--- config.mk ---
export PLATFORM = sky130hd
export DESIGN_NAME = mrv1_th_sync_flat
export DESIGN_NICKNAME = d
export VERILOG_FILES = /design/src/rtl/mrv1_th_sync_if.sv /design/src/rtl/mrv1_th_sync.sv /design/src/flat_wrapper.sv
export SDC_FILE = /design/constraint.sdc
export NUM_CORES = 1
export LEC_CHECK = 0
export CAP_MARGIN = 20
export CORE_AREA = 2 2 136 205
export CTS_CLUSTER_SIZE = 12
export DETAILED_ROUTE_END_ITERATION = 16
export DIE_AREA = 0 0 138 207
export GPL_ROUTABILITY_DRIVEN = 0
export SKIP_LAST_GASP = 1
export SLEW_MARGIN = 10
export SYNTH_ARGS = -nofsm -noshare
export SYNTH_HDL_FRONTEND = slang
export SYNTH_SLANG_ARGS = --single-unit
--- constraint.sdc ---
create_clock -name clk_i -period 5.2 [get_ports clk_i]
set_input_delay 0.78 -clock clk_i [delete_from_list [all_inputs] [get_ports clk_i]]
set_output_delay 0.78 -clock clk_i [all_outputs]
set_load 0.01 [all_outputs]
--- src/rtl/mrv1_th_sync_if.sv ---
// ----------------------------------------------------------------------------
// mrv1_th_sync_if
// Request/response bundle between the thread-control execution unit, the
// thread-synchronisation responder and fetch. Signal suffixes are given from
// the responder's point of view.
//
// Handshake rule for every channel in this bundle: a transfer happens in a
// cycle where the valid and the matching ready are both high at the rising
// clock edge. Valid never depends on ready. While valid is high and ready is
// low, the presenting side keeps its payload stable.
//
// Signals:
//   tw_ctl_rdy_o              responder can take a wspawn/barrier request
//   tw_ctl_wspawn_vld_i       wspawn request valid
//   tw_ctl_wspawn_wmask_i     threads to spawn
//   tw_ctl_wspawn_pc_i        start PC of spawned threads
//   tw_ctl_barrier_vld_i      barrier arrival valid
//   tw_ctl_barrier_id_i       barrier slot
//   tw_ctl_barrier_size_m1_i  participating threads minus one
//   tw_ctl_barrier_wid_i      arriving thread id
//   spawn_vld_o               spawn presented to fetch
//   spawn_wid_o               thread being spawned
//   spawn_pc_o                its start PC
//   spawn_rdy_i               fetch accepts the spawn
// Modports: slave = responder, master = thread-control unit plus fetch.
// ----------------------------------------------------------------------------
interface mrv1_th_sync_if #(
    parameter int NUM_THREADS_P  = 8,
    parameter int num_barriers_p = 8
);
    localparam int wid_width_lp        = $clog2(NUM_THREADS_P);
    localparam int barrier_id_width_lp = $clog2(num_barriers_p);

    logic                           tw_ctl_rdy_o;
    logic                           tw_ctl_wspawn_vld_i;
    logic [NUM_THREADS_P-1:0]       tw_ctl_wspawn_wmask_i;
    logic [31:0]                    tw_ctl_wspawn_pc_i;
    logic                           tw_ctl_barrier_vld_i;
    logic [barrier_id_width_lp-1:0] tw_ctl_barrier_id_i;
    logic [wid_width_lp-1:0]        tw_ctl_barrier_size_m1_i;
    logic [wid_width_lp-1:0]        tw_ctl_barrier_wid_i;
    logic                           spawn_vld_o;
    logic [wid_width_lp-1:0]        spawn_wid_o;
    logic [31:0]                    spawn_pc_o;
    logic                           spawn_rdy_i;

    modport slave (
        output tw_ctl_rdy_o,
        input  tw_ctl_wspawn_vld_i,
        input  tw_ctl_wspawn_wmask_i,
        input  tw_ctl_wspawn_pc_i,
        input  tw_ctl_barrier_vld_i,
        input  tw_ctl_barrier_id_i,
        input  tw_ctl_barrier_size_m1_i,
        input  tw_ctl_barrier_wid_i,
        output spawn_vld_o,
        output spawn_wid_o,
        output spawn_pc_o,
        input  spawn_rdy_i
    );

    modport master (
        input  tw_ctl_rdy_o,
        output tw_ctl_wspawn_vld_i,
        output tw_ctl_wspawn_wmask_i,
        output tw_ctl_wspawn_pc_i,
        output tw_ctl_barrier_vld_i,
        output tw_ctl_barrier_id_i,
        output tw_ctl_barrier_size_m1_i,
        output tw_ctl_barrier_wid_i,
        input  spawn_vld_o,
        input  spawn_wid_o,
        input  spawn_pc_o,
        output spawn_rdy_i
    );
endinterface

--- src/rtl/mrv1_th_sync.sv ---
// ----------------------------------------------------------------------------
// mrv1_th_sync
// Thread-synchronisation responder of the mtcore scheduler. Accepts wspawn
// and barrier requests, keeps the active and stalled thread masks, hands
// spawned threads to fetch one per handshake and releases barrier waiters
// when a barrier slot fills.
//
// Ports:
//   clk_i            clock
//   rst_ni           asynchronous active-low reset
//   ctl_if           request/spawn bundle (slave side), see mrv1_th_sync_if
//   th_exit_vld_i    thread termination
//   th_exit_wid_i    terminating thread id
//   release_vld_o    one-cycle barrier-release pulse
//   release_mask_o   threads released (holds between pulses)
//   th_active_o      active-thread mask
//   th_stalled_o     threads waiting at a barrier
//   dbg_state_o      spawn FSM state (0 = IDLE, 1 = SPAWN)
// ----------------------------------------------------------------------------
module mrv1_th_sync #(
    parameter  int NUM_THREADS_P       = 8,
    parameter  int num_barriers_p      = 8,
    localparam int wid_width_lp        = $clog2(NUM_THREADS_P),
    localparam int barrier_id_width_lp = $clog2(num_barriers_p)
) (
    input  logic                     clk_i,
    input  logic                     rst_ni,
    mrv1_th_sync_if.slave            ctl_if,
    input  logic                     th_exit_vld_i,
    input  logic [wid_width_lp-1:0]  th_exit_wid_i,
    output logic                     release_vld_o,
    output logic [NUM_THREADS_P-1:0] release_mask_o,
    output logic [NUM_THREADS_P-1:0] th_active_o,
    output logic [NUM_THREADS_P-1:0] th_stalled_o,
    output logic                     dbg_state_o
);
    localparam int cnt_width_lp = wid_width_lp + 1;

    typedef enum logic {
        IDLE_S  = 1'b0,
        SPAWN_S = 1'b1
    } state_e;

    state_e                     state_q;
    logic [NUM_THREADS_P-1:0]   pend_q;
    logic                       spawn_vld_q;
    logic [wid_width_lp-1:0]    spawn_wid_q;
    logic [31:0]                spawn_pc_q;

    logic [NUM_THREADS_P-1:0]   active_q, active_d;
    logic [NUM_THREADS_P-1:0]   stalled_q, stalled_d;
    logic                       release_vld_q, release_vld_d;
    logic [NUM_THREADS_P-1:0]   release_mask_q, release_mask_d;

    logic [cnt_width_lp-1:0]    cnt_q  [num_barriers_p];
    logic [cnt_width_lp-1:0]    cnt_d  [num_barriers_p];
    logic [NUM_THREADS_P-1:0]   mask_q [num_barriers_p];
    logic [NUM_THREADS_P-1:0]   mask_d [num_barriers_p];
    logic [wid_width_lp-1:0]    size_q [num_barriers_p];
    logic [wid_width_lp-1:0]    size_d [num_barriers_p];

    logic                       rdy;
    logic                       wspawn_acc;
    logic                       barrier_acc;
    logic                       spawn_fire;
    logic [NUM_THREADS_P-1:0]   new_pend;
    logic [NUM_THREADS_P-1:0]   spawn_onehot;
    logic [NUM_THREADS_P-1:0]   pend_left;
    logic [NUM_THREADS_P-1:0]   arrive_onehot;
    logic [NUM_THREADS_P-1:0]   done_mask;
    logic [wid_width_lp-1:0]    cur_size;
    logic [cnt_width_lp-1:0]    cnt_next;

    // Index of the lowest set bit; spawn order is ascending thread id.
    function automatic logic [wid_width_lp-1:0] lowest_idx(input logic [NUM_THREADS_P-1:0] m);
        lowest_idx = '0;
        for (int i = NUM_THREADS_P - 1; i >= 0; i--) begin
            if (m[i]) lowest_idx = wid_width_lp'(i);
        end
    endfunction

    // Requests are only taken while no spawn sequence is in flight.
    assign rdy         = (state_q == IDLE_S);
    assign wspawn_acc  = ctl_if.tw_ctl_wspawn_vld_i  && rdy;
    assign barrier_acc = ctl_if.tw_ctl_barrier_vld_i && rdy;
    assign spawn_fire  = spawn_vld_q && ctl_if.spawn_rdy_i;

    assign new_pend      = ctl_if.tw_ctl_wspawn_wmask_i & ~active_q;
    assign spawn_onehot  = {{(NUM_THREADS_P-1){1'b0}}, 1'b1} << spawn_wid_q;
    assign pend_left     = pend_q & ~spawn_onehot;
    assign arrive_onehot = {{(NUM_THREADS_P-1){1'b0}}, 1'b1} << ctl_if.tw_ctl_barrier_wid_i;

    // Spawn sequencer: spawn outputs are registered so fetch sees a stable
    // wid/pc for as long as it stalls.
    always_ff @(posedge clk_i or negedge rst_ni) begin
        if (!rst_ni) begin
            state_q     <= IDLE_S;
            pend_q      <= '0;
            spawn_vld_q <= 1'b0;
            spawn_wid_q <= '0;
            spawn_pc_q  <= '0;
        end else begin
            case (state_q)
                IDLE_S: begin
                    if (wspawn_acc) begin
                        pend_q     <= new_pend;
                        spawn_pc_q <= ctl_if.tw_ctl_wspawn_pc_i;
                        // Spawning only already-active threads is a no-op.
                        if (new_pend != '0) begin
                            state_q     <= SPAWN_S;
                            spawn_vld_q <= 1'b1;
                            spawn_wid_q <= lowest_idx(new_pend);
                        end
                    end
                end
                SPAWN_S: begin
                    if (spawn_fire) begin
                        pend_q <= pend_left;
                        if (pend_left == '0) begin
                            state_q     <= IDLE_S;
                            spawn_vld_q <= 1'b0;
                        end else begin
                            spawn_wid_q <= lowest_idx(pend_left);
                        end
                    end
                end
                default: begin
                    state_q     <= IDLE_S;
                    spawn_vld_q <= 1'b0;
                end
            endcase
        end
    end

    // Barrier bookkeeping and thread masks.
    always_comb begin
        cnt_d          = cnt_q;
        mask_d         = mask_q;
        size_d         = size_q;
        active_d       = active_q;
        stalled_d      = stalled_q;
        release_vld_d  = 1'b0;
        release_mask_d = release_mask_q;
        cur_size       = '0;
        cnt_next       = '0;
        done_mask      = '0;

        // A thread already waiting cannot arrive again; the count is untouched.
        if (barrier_acc && !stalled_q[ctl_if.tw_ctl_barrier_wid_i]) begin
            // The first arrival of a generation fixes the barrier size.
            cur_size = (cnt_q[ctl_if.tw_ctl_barrier_id_i] == '0)
                     ? ctl_if.tw_ctl_barrier_size_m1_i
                     : size_q[ctl_if.tw_ctl_barrier_id_i];
            size_d[ctl_if.tw_ctl_barrier_id_i] = cur_size;
            cnt_next = cnt_q[ctl_if.tw_ctl_barrier_id_i] + cnt_width_lp'(1);
            if (cnt_next == ({1'b0, cur_size} + cnt_width_lp'(1))) begin
                // Completion: slot is free for a new generation next cycle and
                // the waiters (including this arrival) never stay stalled.
                done_mask = mask_q[ctl_if.tw_ctl_barrier_id_i] | arrive_onehot;
                cnt_d[ctl_if.tw_ctl_barrier_id_i]  = '0;
                mask_d[ctl_if.tw_ctl_barrier_id_i] = '0;
                release_vld_d  = 1'b1;
                release_mask_d = done_mask;
                stalled_d      = stalled_d & ~done_mask;
            end else begin
                cnt_d[ctl_if.tw_ctl_barrier_id_i]  = cnt_next;
                mask_d[ctl_if.tw_ctl_barrier_id_i] = mask_q[ctl_if.tw_ctl_barrier_id_i] | arrive_onehot;
                stalled_d = stalled_d | arrive_onehot;
            end
        end

        if (th_exit_vld_i) begin
            active_d[th_exit_wid_i]  = 1'b0;
            stalled_d[th_exit_wid_i] = 1'b0;
        end

        // Applied after the exit so a spawn of the same thread wins.
        if (spawn_fire) begin
            active_d = active_d | spawn_onehot;
        end
    end

    always_ff @(posedge clk_i or negedge rst_ni) begin
        if (!rst_ni) begin
            active_q       <= {{(NUM_THREADS_P-1){1'b0}}, 1'b1};
            stalled_q      <= '0;
            release_vld_q  <= 1'b0;
            release_mask_q <= '0;
            for (int b = 0; b < num_barriers_p; b++) begin
                cnt_q[b]  <= '0;
                mask_q[b] <= '0;
                size_q[b] <= '0;
            end
        end else begin
            active_q       <= active_d;
            stalled_q      <= stalled_d;
            release_vld_q  <= release_vld_d;
            release_mask_q <= release_mask_d;
            for (int b = 0; b < num_barriers_p; b++) begin
                cnt_q[b]  <= cnt_d[b];
                mask_q[b] <= mask_d[b];
                size_q[b] <= size_d[b];
            end
        end
    end

    assign ctl_if.tw_ctl_rdy_o = rdy;
    assign ctl_if.spawn_vld_o  = spawn_vld_q;
    assign ctl_if.spawn_wid_o  = spawn_wid_q;
    assign ctl_if.spawn_pc_o   = spawn_pc_q;
    assign release_vld_o       = release_vld_q;
    assign release_mask_o      = release_mask_q;
    assign th_active_o         = active_q;
    assign th_stalled_o        = stalled_q;
    assign dbg_state_o         = (state_q == SPAWN_S);

endmodule

--- src/flat_wrapper.sv ---
// flat-port wrapper written by rule: the top's interface ports become plain ports
module mrv1_th_sync_flat 
#(
    parameter  int NUM_THREADS_P       = 8,
    parameter  int num_barriers_p      = 8,
    localparam int wid_width_lp        = $clog2(NUM_THREADS_P),
    localparam int barrier_id_width_lp = $clog2(num_barriers_p)
)
  (clk_i, rst_ni, th_exit_vld_i, th_exit_wid_i, release_vld_o, release_mask_o, th_active_o, th_stalled_o, dbg_state_o, ctl_if_tw_ctl_rdy_o, ctl_if_tw_ctl_wspawn_vld_i, ctl_if_tw_ctl_wspawn_wmask_i, ctl_if_tw_ctl_wspawn_pc_i, ctl_if_tw_ctl_barrier_vld_i, ctl_if_tw_ctl_barrier_id_i, ctl_if_tw_ctl_barrier_size_m1_i, ctl_if_tw_ctl_barrier_wid_i, ctl_if_spawn_vld_o, ctl_if_spawn_wid_o, ctl_if_spawn_pc_o, ctl_if_spawn_rdy_i);
  mrv1_th_sync_if #(.NUM_THREADS_P(NUM_THREADS_P), .num_barriers_p(num_barriers_p)) ctl_if_i ();
  input  logic clk_i;
  input  logic rst_ni;
  input  logic th_exit_vld_i;
  input  logic [wid_width_lp-1:0] th_exit_wid_i;
  output logic release_vld_o;
  output logic [NUM_THREADS_P-1:0] release_mask_o;
  output logic [NUM_THREADS_P-1:0] th_active_o;
  output logic [NUM_THREADS_P-1:0] th_stalled_o;
  output logic dbg_state_o;
  output wire logic [$bits(ctl_if_i.tw_ctl_rdy_o)-1:0] ctl_if_tw_ctl_rdy_o;
  input wire logic [$bits(ctl_if_i.tw_ctl_wspawn_vld_i)-1:0] ctl_if_tw_ctl_wspawn_vld_i;
  input wire logic [$bits(ctl_if_i.tw_ctl_wspawn_wmask_i)-1:0] ctl_if_tw_ctl_wspawn_wmask_i;
  input wire logic [$bits(ctl_if_i.tw_ctl_wspawn_pc_i)-1:0] ctl_if_tw_ctl_wspawn_pc_i;
  input wire logic [$bits(ctl_if_i.tw_ctl_barrier_vld_i)-1:0] ctl_if_tw_ctl_barrier_vld_i;
  input wire logic [$bits(ctl_if_i.tw_ctl_barrier_id_i)-1:0] ctl_if_tw_ctl_barrier_id_i;
  input wire logic [$bits(ctl_if_i.tw_ctl_barrier_size_m1_i)-1:0] ctl_if_tw_ctl_barrier_size_m1_i;
  input wire logic [$bits(ctl_if_i.tw_ctl_barrier_wid_i)-1:0] ctl_if_tw_ctl_barrier_wid_i;
  output wire logic [$bits(ctl_if_i.spawn_vld_o)-1:0] ctl_if_spawn_vld_o;
  output wire logic [$bits(ctl_if_i.spawn_wid_o)-1:0] ctl_if_spawn_wid_o;
  output wire logic [$bits(ctl_if_i.spawn_pc_o)-1:0] ctl_if_spawn_pc_o;
  input wire logic [$bits(ctl_if_i.spawn_rdy_i)-1:0] ctl_if_spawn_rdy_i;
  assign ctl_if_tw_ctl_rdy_o = ctl_if_i.tw_ctl_rdy_o;
  assign ctl_if_i.tw_ctl_wspawn_vld_i = ctl_if_tw_ctl_wspawn_vld_i;
  assign ctl_if_i.tw_ctl_wspawn_wmask_i = ctl_if_tw_ctl_wspawn_wmask_i;
  assign ctl_if_i.tw_ctl_wspawn_pc_i = ctl_if_tw_ctl_wspawn_pc_i;
  assign ctl_if_i.tw_ctl_barrier_vld_i = ctl_if_tw_ctl_barrier_vld_i;
  assign ctl_if_i.tw_ctl_barrier_id_i = ctl_if_tw_ctl_barrier_id_i;
  assign ctl_if_i.tw_ctl_barrier_size_m1_i = ctl_if_tw_ctl_barrier_size_m1_i;
  assign ctl_if_i.tw_ctl_barrier_wid_i = ctl_if_tw_ctl_barrier_wid_i;
  assign ctl_if_spawn_vld_o = ctl_if_i.spawn_vld_o;
  assign ctl_if_spawn_wid_o = ctl_if_i.spawn_wid_o;
  assign ctl_if_spawn_pc_o = ctl_if_i.spawn_pc_o;
  assign ctl_if_i.spawn_rdy_i = ctl_if_spawn_rdy_i;
  mrv1_th_sync #(.NUM_THREADS_P(NUM_THREADS_P), .num_barriers_p(num_barriers_p)) u_core (.clk_i(clk_i), .rst_ni(rst_ni), .ctl_if(ctl_if_i), .th_exit_vld_i(th_exit_vld_i), .th_exit_wid_i(th_exit_wid_i), .release_vld_o(release_vld_o), .release_mask_o(release_mask_o), .th_active_o(th_active_o), .th_stalled_o(th_stalled_o), .dbg_state_o(dbg_state_o));
endmodule
# After elaboration in Yosys (flattened, before gate mapping)
# Cells that the tools add are included.
[classes]
eq_ne = 6
multipliers = 0
addsub = 2
shifts = 2
n_bitwise = 18
muxes = 66
order_cmp = 5
div_mod_pow = 0
reduce_logical = 15
[ops]
columns = ["op", "n"]
rows = [
  ["two-way mux 8 bit", 10],
  ["two-way mux 3 bit", 24],
  ["AND 64 bit", 1],
  ["bitwise mux 64 bit", 1],
  ["two-way mux 64 bit", 1],
  ["NOT 64 bit", 1],
  ["AND 8 bit", 5],
  ["AND 32 bit", 1],
  ["bitwise mux 32 bit", 1],
  ["two-way mux 32 bit", 1],
  ["NOT 32 bit", 1],
  ["NOT 8 bit", 4],
  ["binary-select mux 8 bit (select 3 bit)", 1],
  ["bitwise mux 24 bit", 1],
  ["demux 8 bit (select 3 bit)", 1],
  ["bitwise OR 8 bit", 3],
  ["one-hot mux 8 bit (2 select lines)", 1],
  ["<< shifter 1 x 3 -> 8 bit (first input constant)", 2],
  ["binary-select mux 4 bit (select 3 bit)", 1],
  ["demux 4 bit (select 3 bit)", 1],
  ["two-way mux 1 bit", 12],
  ["two-way mux 4 bit", 3],
  ["!= test 2 bit (second input constant)", 5],
  ["binary-select mux 3 bit (select 3 bit)", 1],
  ["other kinds (21)", 31],
]
[word_totals]
n_memories = 0
latchBits = 0
in_bits = 58
out_inout_bits = 63
ff_bits = 190
mem_bits_rw = 0
romBits = 0

# Logic depth before layout (Yosys ltp)
# Gate-level depths: netlist of the first run.
[depth]
word_depth = 14
mapped_depth = 19
ltp_nobuf = 15

# Worst setup path after synthesis of the first run
# OpenSTA, ideal clock, no wires.
[synth_path]
path_type = "input to register"
startpoint = "in ctl_if_tw_ctl_barrier_id_i[1]"
endpoint = "reg u_core.release_mask_q[6], in the netlist u_core.release_mask_o[6]"
setup_ns = 0.125
path_buffers = 4
slack_ns = 0.759
t_arrival_ns = 4.315
stages = 19
t_required_ns = 5.075
cell_sequence = "buf_6 > buf_2 > nor2b_1 > a22o_1 > a22oi_1 > and3_1 > ha_1 > inv_1 > nor4_4 > inv_1 > mux2_2 > ha_1 > xor2_1 > a21o_1 > a21oi_1 > and4_1 > buf_6 > buf_8 > mux2_4"
[synth_between]
elab_chain_cells = 9
word_cells_on_any_way = 17
cone_classes = "add/sub: 2; eq/ne: 1; mux: 10; bitwise: 2; reduce/logical: 2"
[synth_lines]
columns = ["item", "line", "text"]
rows = [
  ["start, declared", "flat_wrapper.sv:25", "input wire logic [$bits(ctl_if_i.tw_ctl_barrier_id_i)-1:0] ctl_if_tw_ctl_barrier_id_i;"],
  ["NOT 3 -> 4 bit (implied by the code) (*)", "-", ""],
  ["binary-select mux 4 bit (select 3 bit)", "mrv1_th_sync.sv:151, mrv1_th_sync.sv:155", ""],
  ["two-way mux 4 bit (implied by the code) (2 in a row)", "mrv1_th_sync.sv:151, mrv1_th_sync.sv:155", ""],
  ["logical NOT 4 bit", "mrv1_th_sync.sv:151", "cur_size = (cnt_q[ctl_if.tw_ctl_barrier_id_i] == '0)"],
  ["two-way mux 3 bit", "mrv1_th_sync.sv:152", "? ctl_if.tw_ctl_barrier_size_m1_i"],
  ["adder 3 x 1 -> 4 bit", "mrv1_th_sync.sv:156", "if (cnt_next == ({1'b0, cur_size} + cnt_width_lp'(1))) begin"],
  ["== test 4 bit", "mrv1_th_sync.sv:156", ""],
  ["AND reduction 2 bit (no source line)", "-", ""],
  ["end signal, assigned", "mrv1_th_sync.sv:198", "release_mask_q <= release_mask_d;"],
  ["end, declared", "mrv1_th_sync.sv:53", "logic [NUM_THREADS_P-1:0] release_mask_q, release_mask_d;"],
]
# Mark *: on every way between the ends. The rest lies on a longest branch, timed or not. The select of a mux whose other input is x is not followed.
# A chain may end at the register's enable or synchronous reset.

# Worst setup path in the final report of the first run
[layout_path]
startpoint = "in ctl_if_tw_ctl_barrier_id_i[0]"
endpoint = "reg u_core.release_mask_q[7], in the netlist u_core.release_mask_o[7]"
# The elaborated chain is that of the path after synthesis.

==> impl_metrics.csv, run 1 <==
group,metric,value,unit
sta,period_minus_slack,4.82,ns
sta,setup_tns,0,ns
place,pre_cts_ws,0.00427,ns
floorplanning,initial_utilization,34.5,%
floorplanning,ios,121,
drt,vias,7636,
critical_path,end_kind,"flop",
synth,ys_warn_count,0,
grt,antenna_found_initial,0,
final_layout,postLayoutCellArea,11400,sq um
synth,syn_inst,989,
drt,ant_nets,0,
sta,fin_crit_sh,92.6,%
clocking,cts_htree_levels,4,
grt,grt_pass1_vias,7712,
synth,netlist_top_cells_area,"dfrtp_1 51%, nand2_1 13%, o31ai_1 4.1%",
sta,whs,0.439,ns
synth,synth_edf_count,0,
clocking,clock_path_buffers,2,
critical_path,worstPathMaxFanout,11,
final_layout,final_nets,1164,
clocking,root_buffer,"clkbuf_16",
synth,syn-num-nets,1050,
synth,netlist_area,9260,sq um
floorplanning,dieArea,28600,sq um
critical_path,critPathLaunchType,"input pin",
sta,relSlewSlack,31.0,%
floorplanning,fp.dieH,207,microns
place,placed_cells,1426,
place,io_buffers,120,
sta,max_clock_freq,0.208,GHz
grt,grt_max_degree,117,
critical_path,startpoint,"ctl_if_tw_ctl_barrier_id_i[0]",
synth,synth.avg_cell_area,9.36,sq um
synth,synth_cell_types,63,
critical_path,cp_cell_sequence,"clkdlybuf4s50_1 -> inv_1 -> mux2_2 -> inv_1 -> ha_1 -> inv_1 -> nor4_4 -> inv_1 -> mux2_2 -> ha_1 -> xor2_1 -> nand3_1 -> a21oi_1 -> and4_1 -> mux2_2",
critical_path,cp_slowest_cell,"and4_1",
clocking,clk_pin_slew,0.06,ns
drt,wirelength,27100,microns
final_layout,diodes,0,
synth,ys_seq_area_share,51.4,%
critical_path,worstReg2RegStart,"u_core.cnt_q[0]$_DFFE_PN0P_",
run_status,status,"complete, no violations",
critical_path,max_stage_delay,0.61,ns
grt,track_usage,19.2,%
flow_run,cap_viol_max_count,0,
sta,setup_viol,0,
drt,routed_via_density,5.24,
grt,grt_pass1_wl,43700,microns
power_and_ir_drop,p_leak,5.19,nW
sta,slew_violations,0,
floorplanning,coreArea,26900,sq um
clocking,cts_tree,"done",
drt,drt-initial-drc-count,504,
synth,yosysTopAreaCell,"dfrtp_1",
critical_path,cp_num_buf_inv,5,
critical_path,crit_type,"input pin to flop",
synth,ys.flop_type,"dfrtp_1",
sta,finClkSkew,0.0111,ns
critical_path,cp_common_cell,"inv_1",
floorplanning,dieWidth,138,microns
clocking,cts_resized,0,
place,dp_hpwl,19200,microns
drt,firstDrtPassIters,4,
hold_path,hold_path.class,"input pin to async pin",
final_layout,instances_no_fill,1457,
grt,overflow,0,
clocking,cts_made_buffers,17,
final_layout,syn2layout_area_growth,23.6,%
drt,drc,0,
final_layout,layout-drive-gt1-share,10.0,%
synth,synth_common_cells,"319 x nand2_1, 189 x dfrtp_1, 67 x o21ai_0, 50 x o31ai_1, 41 x nor2_1",
clocking,cts_sinks,190,
power_and_ir_drop,power_density,520,nW/um^2
floorplanning,num_rows,74,
sta,rsz0062_at_grt,"no",
synth,synth.top_cell.area_share,51.1,%
clocking,cts_setup_buffers,0,
critical_path,cp_data_required_time,5.51,ns
place,placed_cell_area,10900,sq um
synth,yosysMostFrequentCell,"nand2_1",
drt,routedWlPerCell,18.6,microns
power_and_ir_drop,irDropWorstVdd,377,uV
critical_path,arrival,5.13,ns
clocking,clk_latency,0.43,ns
sta,layout_setup_ws,0.384,ns
clocking,ctsHoldBuffers,0,
sta,hold_violations,0,
synth,async_reset_ff_share,100,%
synth,ys_ff_latch,190,
critical_path,crit_family,"multiplexers",
sta,tightest_slew,1.03,ns
## report_power, final
part           switching (mW)  internal (mW)  leakage, nW
sequential              0.333           1.97         2.51
combinational            1.29           1.02         2.39
clock                   0.548          0.792        0.287
## metrics by stage
| step | util (%) | power, mW |
|---|---|---|
| 2_1_floorplan | - | 3.71 |
| 3_3_place_gp | 40.4 | 4.60 |
| 3_5_place_dp | 40.4 | 4.65 |
| 4_1_cts | 42.6 | 6.00 |
| 5_1_grt | 42.6 | 6.35 |
| 6_report | 42.6 | 5.95 |
## final cells by class
cell class              instances  area (sq um)
flip-flops and latches        190          4760
repair buffers                154          1460
well taps                     342           428
inverters                      28           105
fillers                      2689         15400
multi-input cells             712          4100
clock inverters                 6           108
clock buffers                  25           485
## routing by layer
layer | part of all wire, % | global-route usage (%)
met5 | 0 | 0
met4 | 3.4 | 7.95
met3 | 4.9 | 3.49
met2 | 50 | 32.7
met1 | 42 | 23.9
## layout by cell type, fill, tap and decap left out, types with 3 or more instances in the layout
master | synthesis | layout
o221ai_1 | 4 | 4
a22o_1 | 4 | 4
o22a_1 | 4 | 4
clkbuf_16 | 0 | 17
o31ai_1 | 50 | 50
nand2b_1 | 12 | 12
clkbuf_8 | 0 | 4
clkdlybuf4s50_1 | 0 | 117
a21o_1 | 3 | 3
a221oi_1 | 9 | 9
mux2i_1 | 24 | 24
o21ai_0 | 67 | 67
nor2_1 | 41 | 41
clkbuf_1 | 36 | 5
a21oi_1 | 27 | 27
nor3_1 | 9 | 9
ha_1 | 3 | 3
o22ai_1 | 13 | 13
and4_1 | 3 | 3
nand2_1 | 319 | 319
dfrtp_1 | 189 | 189
a22oi_1 | 3 | 3
inv_1 | 27 | 27
nor2b_1 | 11 | 10
mux2_2 | 32 | 32
buf_4 | 0 | 33
nand3b_1 | 3 | 3
nand3_1 | 11 | 11
nand4_1 | 3 | 3
bufinv_16 | 0 | 3
mux4_2 | 6 | 6
mux4_1 | 3 | 3
and3_1 | 6 | 5
a31oi_1 | 7 | 7
## logic make-up (layout without fill, tap and decap cells)
logic type | Yosys count | after routing | synth area share (%)
and+or+nand+nor | 428 | 428 | 19.3
AOI/OAI and AO/OA | 208 | 208 | 14.6
DFF | 190 | 190 | 51.4
buffers and inverters | 87 | 213 | 4.45
muxes | 67 | 67 | 9.12
xor gates and xnor gates | 6 | 6 | 0.852
adders and majority gates | 3 | 3 | 0.405
## registers in the layout, indices dropped and copies added, names as in the netlist
register,cells
u_core.release_vld_o,1
u_core.dbg_state_o,1
u_core.pend_q,8
u_core.cnt_q,32
u_core.ctl_if.spawn_vld_o,1
u_core.release_mask_o,8
u_core.ctl_if.spawn_pc_o,32
u_core.th_stalled_o,8
u_core.th_active_o,8
u_core.ctl_if.spawn_wid_o,3
u_core.mask_q,64
u_core.size_q,24
## worst paths after layout
kind                       cells after the start                                  endpoint  slack, ns
hold / removal                                 1              u_core.cnt_q[18]$_DFFE_PN0P_       0.44
setup / recovery                              15      u_core.release_mask_o[7]$_DFFE_PN0P_       0.38
max in group asynchronous                      2              u_core.cnt_q[14]$_DFFE_PN0P_       3.59
hold reg to reg                                2  u_core.ctl_if.spawn_pc_o[31]$_DFFE_PN0P_       0.47
setup reg to reg                              14      u_core.release_mask_o[7]$_DFFE_PN0P_       0.80
min in group clk_i                             2  u_core.ctl_if.spawn_pc_o[31]$_DFFE_PN0P_       0.47
(Power assumes the default switching activity.)
==> run 2, diff against run 1 <==
Settings changed: CORE_AREA 2 2 136 205 to 2 2 108 163, DIE_AREA 0 0 138 207 to 0 0 110 165, PLACE_DENSITY from default to 0.8.
==> impl_metrics.csv, run 2 (same netlist as run 1, synthesis figures left out) <==
group,metric,value,unit
sta,setup_tns,0,ns
critical_path,critPathLaunchType,"input pin",
clocking,cts_setup_buffers,0,
power_and_ir_drop,irDropWorstVdd,307,uV
sta,hold_violations,0,
drt,ant_nets,0,
critical_path,crit_type,"input pin to flop",
drt,firstDrtPassIters,6,
final_layout,diodes,0,
grt,track_usage,29.2,%
drt,wirelength,26000,microns
critical_path,r2r_cells,14,
sta,relSlewSlack,33.0,%
power_and_ir_drop,p_leak,5.18,nW
sta,max_clock_freq,0.215,GHz
critical_path,worstPathMaxFanout,10,
flow_run,cap_viol_max_count,0,
drt,routed_via_density,6.02,
floorplanning,dieWidth,110,microns
final_layout,syn2layout_area_growth,21.6,%
clocking,cts_resized,0,
critical_path,r2r_slack,0.96,ns
sta,rsz0062_at_grt,"no",
floorplanning,fp.dieH,165,microns
final_layout,layout-drive-gt1-share,10.4,%
grt,antenna_found_initial,0,
clocking,ctsHoldBuffers,0,
drt,routedWlPerCell,19.6,microns
grt,overflow,0,
clocking,cts_sinks,190,
drt,drt-initial-drc-count,739,
final_layout,most-common-layout-cells,"319 x nand2_1, 189 x dfrtp_1, 117 x clkdlybuf4s50_1, 67 x o21ai_0, 50 x o31ai_1",
final_layout,largest_reg_flops,64,
floorplanning,ios,121,
final_layout,final_nets,1163,
sta,slew_violations,0,
critical_path,worstReg2RegEnd,"u_core.release_mask_o[5]$_DFFE_PN0P_",
hold_path,hold_path.class,"input pin to async pin",
grt,grt_pass1_vias,7505,
sta,setup_viol,0,
floorplanning,coreArea,16600,sq um
sta,whs,0.421,ns
floorplanning,num_rows,58,
clocking,clk_latency,0.43,ns
grt,grt_pass1_wl,40200,microns
clocking,clock_path_buffers,2,
clocking,cts_tree,"done",
floorplanning,dieArea,18200,sq um
final_layout,top_register,"u_core.mask_q",
critical_path,end_kind,"flop",
critical_path,cp_data_required_time,5.52,ns
drt,vias,7982,
sta,period_minus_slack,4.66,ns
sta,fin_crit_sh,89.6,%
clocking,clk_pin_slew,0.08,ns
clocking,cts_htree_levels,4,
power_and_ir_drop,power_density,525,nW/um^2
place,io_buffers,120,
final_layout,layout_commonest_cell,"nand2_1",
floorplanning,initial_utilization,55.7,%
clocking,root_buffer,"clkbuf_16",
final_layout,fillers,1323,
grt,grt_max_degree,104,
critical_path,worstReg2RegStart,"u_core.cnt_q[20]$_DFFE_PN0P_",
clocking,cts_made_buffers,17,
sta,finClkSkew,0.0150,ns
sta,tightest_slew,1.00,ns
place,dp_hpwl,17800,microns
power_and_ir_drop,power.total,5.91,mW
drt,drc,0,
critical_path,arrival,4.97,ns
run_status,status,"complete, no violations",
-- run 2: cell count changes in the layout (fill, tap and decap cells not counted) --
cell	previous run	this run
clkinvlp_4	1	0
bufinv_16	3	0
clkinv_8	0	1
clkbuf_8	4	3
clkbuf_1	5	1
inv_8	0	3
buf_4	33	32
clkinv_2	2	0
inv_6	0	3
clkinv_4	0	5
-- run 2: how the worst max path moves through the flow --
stage,start,to,slack (ns),cells after the start
3_3_place_gp,ctl_if_tw_ctl_barrier_id_i[0],u_core.release_mask_o[7]$_DFFE_PN0P_,0.27,15
2_1_floorplan,ctl_if_tw_ctl_barrier_id_i[1],u_core.release_mask_o[6]$_DFFE_PN0P_,0.76,19
5_1_grt,ctl_if_tw_ctl_barrier_id_i[0],u_core.release_mask_o[5]$_DFFE_PN0P_,0.31,16
4_1_cts,ctl_if_tw_ctl_barrier_id_i[0],u_core.release_mask_o[5]$_DFFE_PN0P_,0.59,15
3_5_place_dp,ctl_if_tw_ctl_barrier_id_i[0],u_core.release_mask_o[5]$_DFFE_PN0P_,0.17,15
6_report,ctl_if_tw_ctl_barrier_id_i[0],u_core.release_mask_o[5]$_DFFE_PN0P_,0.54,15
-- run 2: layer usage --
metal  global-route usage, %  vias up  share of wire, %
li1                        -     3649                 -
met1                    36.2     3859                38
met2                    48.0      400                50
met3                    5.88       74               7.6
met4                    15.0        0               4.2
met5                       0        -                 0
-- run 2: layout make-up --
cell class	instances	area, sq um	area share [%]
flip-flops and latches	190	4760	42.3
clock inverters	12	120	1.07
inverters	28	105	0.934
multi-input cells	712	4100	36.4
repair buffers	153	1460	12.9
well taps	210	263	2.33
clock buffers	20	457	4.06
-- run 2: report_power, final --
| group | switching (mW) | internal (mW) |
|---|---|---|
| Clock | 0.605 | 0.661 |
| Combinational | 1.29 | 1.04 |
| Sequential | 0.346 | 1.97 |
-- run 2: critical path, cell delays in order --
cell             delay, ns
clkdlybuf4s50_1       0.56
inv_1                 0.32
mux2_2                0.42
inv_1                 0.09
ha_1                  0.18
inv_1                 0.09
nor4_4                0.38
inv_1                 0.11
mux2_2                0.37
ha_1                  0.23
xor2_1                0.15
a21o_1                0.16
a21oi_1               0.15
and4_1                0.58
mux2_2                0.40
-- run 2: per-stage QoR --
step / utilization (%) / setup slack [ns] / instance area (sq um) / instances
global route: 67.7 / 0.307 / 11300 / 1325
CTS: 67.7 / 0.587 / 11300 / 1325
detailed placement: 64.3 / 0.170 / 10700 / 1293
finish: 67.7 / 0.543 / 11300 / 1325
global placement: 64.3 / 0.268 / 10700 / 1293
floorplan: - / 0.759 / 9260 / 989
==> run 3, diff against run 2 <==
Settings changed: CORE_AREA 2 2 108 163 to 2 2 115 172, DIE_AREA 0 0 110 165 to 0 0 117 174, PLACE_DENSITY 0.8 to 0.75, SETUP_SLACK_MARGIN from default to 0.3.
Clock period 5.2 ns to 3.74 ns, I/O delays scaled along.
==> impl_metrics.csv, run 3 (same netlist as run 1, synthesis figures left out) <==
group,metric,value,unit
power_and_ir_drop,p_comb_share,45.9,%
final_layout,most-common-layout-cells,"319 x nand2_1, 189 x dfrtp_1, 116 x clkdlybuf4s50_1, 84 x buf_4, 50 x o31ai_1",
critical_path,cp_data_required_time,4.06,ns
sta,tightest_slew,1.02,ns
power_and_ir_drop,seq_power_share,34.7,%
power_and_ir_drop,clock_power_share,19.4,%
clocking,clock_path_buffers,2,
final_layout,diodes,0,
power_and_ir_drop,power.total,9.27,mW
grt,track_usage,27.7,%
sta,fin_crit_sh,99.9,%
critical_path,cp_cell_sequence,"buf_4 -> buf_12 -> nor2b_4 -> a22o_1 -> a22oi_2 -> and3_4 -> ha_4 -> inv_2 -> nor4_4 -> inv_1 -> mux2_4 -> ha_4 -> xor2_2 -> a21o_1 -> a21oi_2 -> buf_4 -> and3_4 -> buf_12 -> clkbuf_16 -> o21ai_1",
critical_path,worstPathMaxFanout,9,
clocking,cts_made_buffers,17,
sta,hold_violations,0,
floorplanning,ios,121,
power_and_ir_drop,p_int,5.79,mW
place,dp_hpwl,19200,microns
sta,setup_tns,0,ns
grt,grt_pass1_vias,8145,
place,pre_cts_ws,-0.525,ns
flow_run,cap_viol_max_count,0,
clocking,cts_tree,"done",
drt,drt-initial-drc-count,877,
hold_path,hold_path.class,"input pin to async pin",
final_layout,largest_reg_flops,64,
final_layout,top_register,"u_core.mask_q",
drt,ant_nets,0,
drt,vias,8358,
power_and_ir_drop,swShare,37.6,%
final_layout,final_nets,1226,
place,placed_cells,1390,
critical_path,critPathLaunchType,"input pin",
run_status,status,"complete, no violations",
critical_path,cp_num_buf_inv,7,
sta,layout_setup_ws,0.00234,ns
clocking,cts_sinks,190,
sta,setup_viol,0,
drt,routed_via_density,5.83,
clocking,ctsHoldBuffers,0,
power_and_ir_drop,irDropWorstVdd,470,uV
critical_path,cp_slowest_cell,"mux2_4",
clocking,root_buffer,"clkbuf_16",
critical_path,crit_family,"buffers and inverters",
power_and_ir_drop,power.switching,3.49,mW
final_layout,postLayoutCellArea,12100,sq um
drt,wirelength,28300,microns
drt,routedWlPerCell,19.7,microns
final_layout,layout_commonest_cell,"nand2_1",
floorplanning,num_rows,62,
final_layout,syn2layout_area_growth,30.6,%
sta,rsz0062_at_grt,"yes",
final_layout,finalCoreUtilization,63.6,%
sta,slew_violations,0,
floorplanning,coreArea,19000,sq um
place,placed_cell_area,11200,sq um
place,io_buffers,120,
critical_path,max_stage_delay,0.33,ns
grt,antenna_found_initial,0,
sta,relSlewSlack,31.6,%
sta,max_clock_freq,0.268,GHz
drt,drc,0,
final_layout,instances_no_fill,1434,
critical_path,crit_type,"input pin to flop",
clocking,clk_pin_slew,0.08,ns
final_layout,fillers,1521,
grt,grt_pass1_wl,43200,microns
grt,overflow,0,
floorplanning,initial_utilization,48.7,%
floorplanning,dieArea,20400,sq um
critical_path,end_kind,"flop",
grt,grt_max_degree,106,
sta,period_minus_slack,3.74,ns
clocking,cts_htree_levels,4,
clocking,clk_latency,0.43,ns
floorplanning,fp.dieH,174,microns
final_layout,layout-drive-gt1-share,16.3,%
drt,firstDrtPassIters,5,
sta,finClkSkew,0.00803,ns
power_and_ir_drop,p_leak,5.58,nW
sta,whs,0.176,ns
floorplanning,dieWidth,117,microns
critical_path,arrival,4.06,ns
power_and_ir_drop,power_density,767,nW/um^2
-- run 3: path summary, 6_finish.rpt --
| check | end | depth (start not counted) | slack [ns] | from |
|---|---|---|---|---|
| max in group asynchronous | u_core.mask_q[11]$_DFFE_PN0P_ | 2 | 2.56 | rst_ni |
| worst max register to register | u_core.mask_q[27]$_DFFE_PN0P_ | 17 | 0.01 | u_core.cnt_q[0]$_DFFE_PN0P_ |
| worst max-delay path | u_core.mask_q[27]$_DFFE_PN0P_ | 20 | 0.002 | ctl_if_tw_ctl_barrier_id_i[1] |
| worst min register to register | u_core.ctl_if.spawn_pc_o[13]$_DFFE_PN0P_ | 2 | 0.47 | u_core.ctl_if.spawn_pc_o[13]$_DFFE_PN0P_ |
| worst min-delay path | u_core.pend_q[5]$_DFFE_PN0P_ | 1 | 0.18 | rst_ni |
| min in group clk_i | u_core.ctl_if.spawn_pc_o[13]$_DFFE_PN0P_ | 2 | 0.47 | u_core.ctl_if.spawn_pc_o[13]$_DFFE_PN0P_ |
-- run 3: final cells by class --
class,count,area [sq um],area share (%)
sequential,190,4760,39.3
multi-input combinational,712,4210,34.8
timing repair buffer,216,2120,17.5
clock buffer,17,425,3.52
tap,256,320,2.65
clock inverter,15,155,1.28
inverter,28,108,0.890
-- run 3: what timing repair did --
action	CTS	global route
endpoints found under the setup margin	113	113
cloned	3	3
buffers inserted	4	2
pin swaps	1	2
resized for setup	19	6
-- run 3: power by group through the flow --
stage                     logic [mW]  clock network (mW)  registers (mW)
after CTS                       3.91                1.83            3.20
final                           4.26                1.80            3.22
after global routing            4.58                1.91            3.30
after floorplan                 2.07                   0            3.23
after global placement          3.41                   0            3.21
after detailed placement        3.49                   0            3.24
-- run 3: per-layer routing --
| layer | share of wire [%] | track usage [%] |
|---|---|---|
| met1 | 37 | 33.5 |
| met2 | 50 | 47.2 |
| met3 | 7.5 | 4.95 |
| met4 | 4.9 | 13.3 |
| met5 | 0 | 0 |
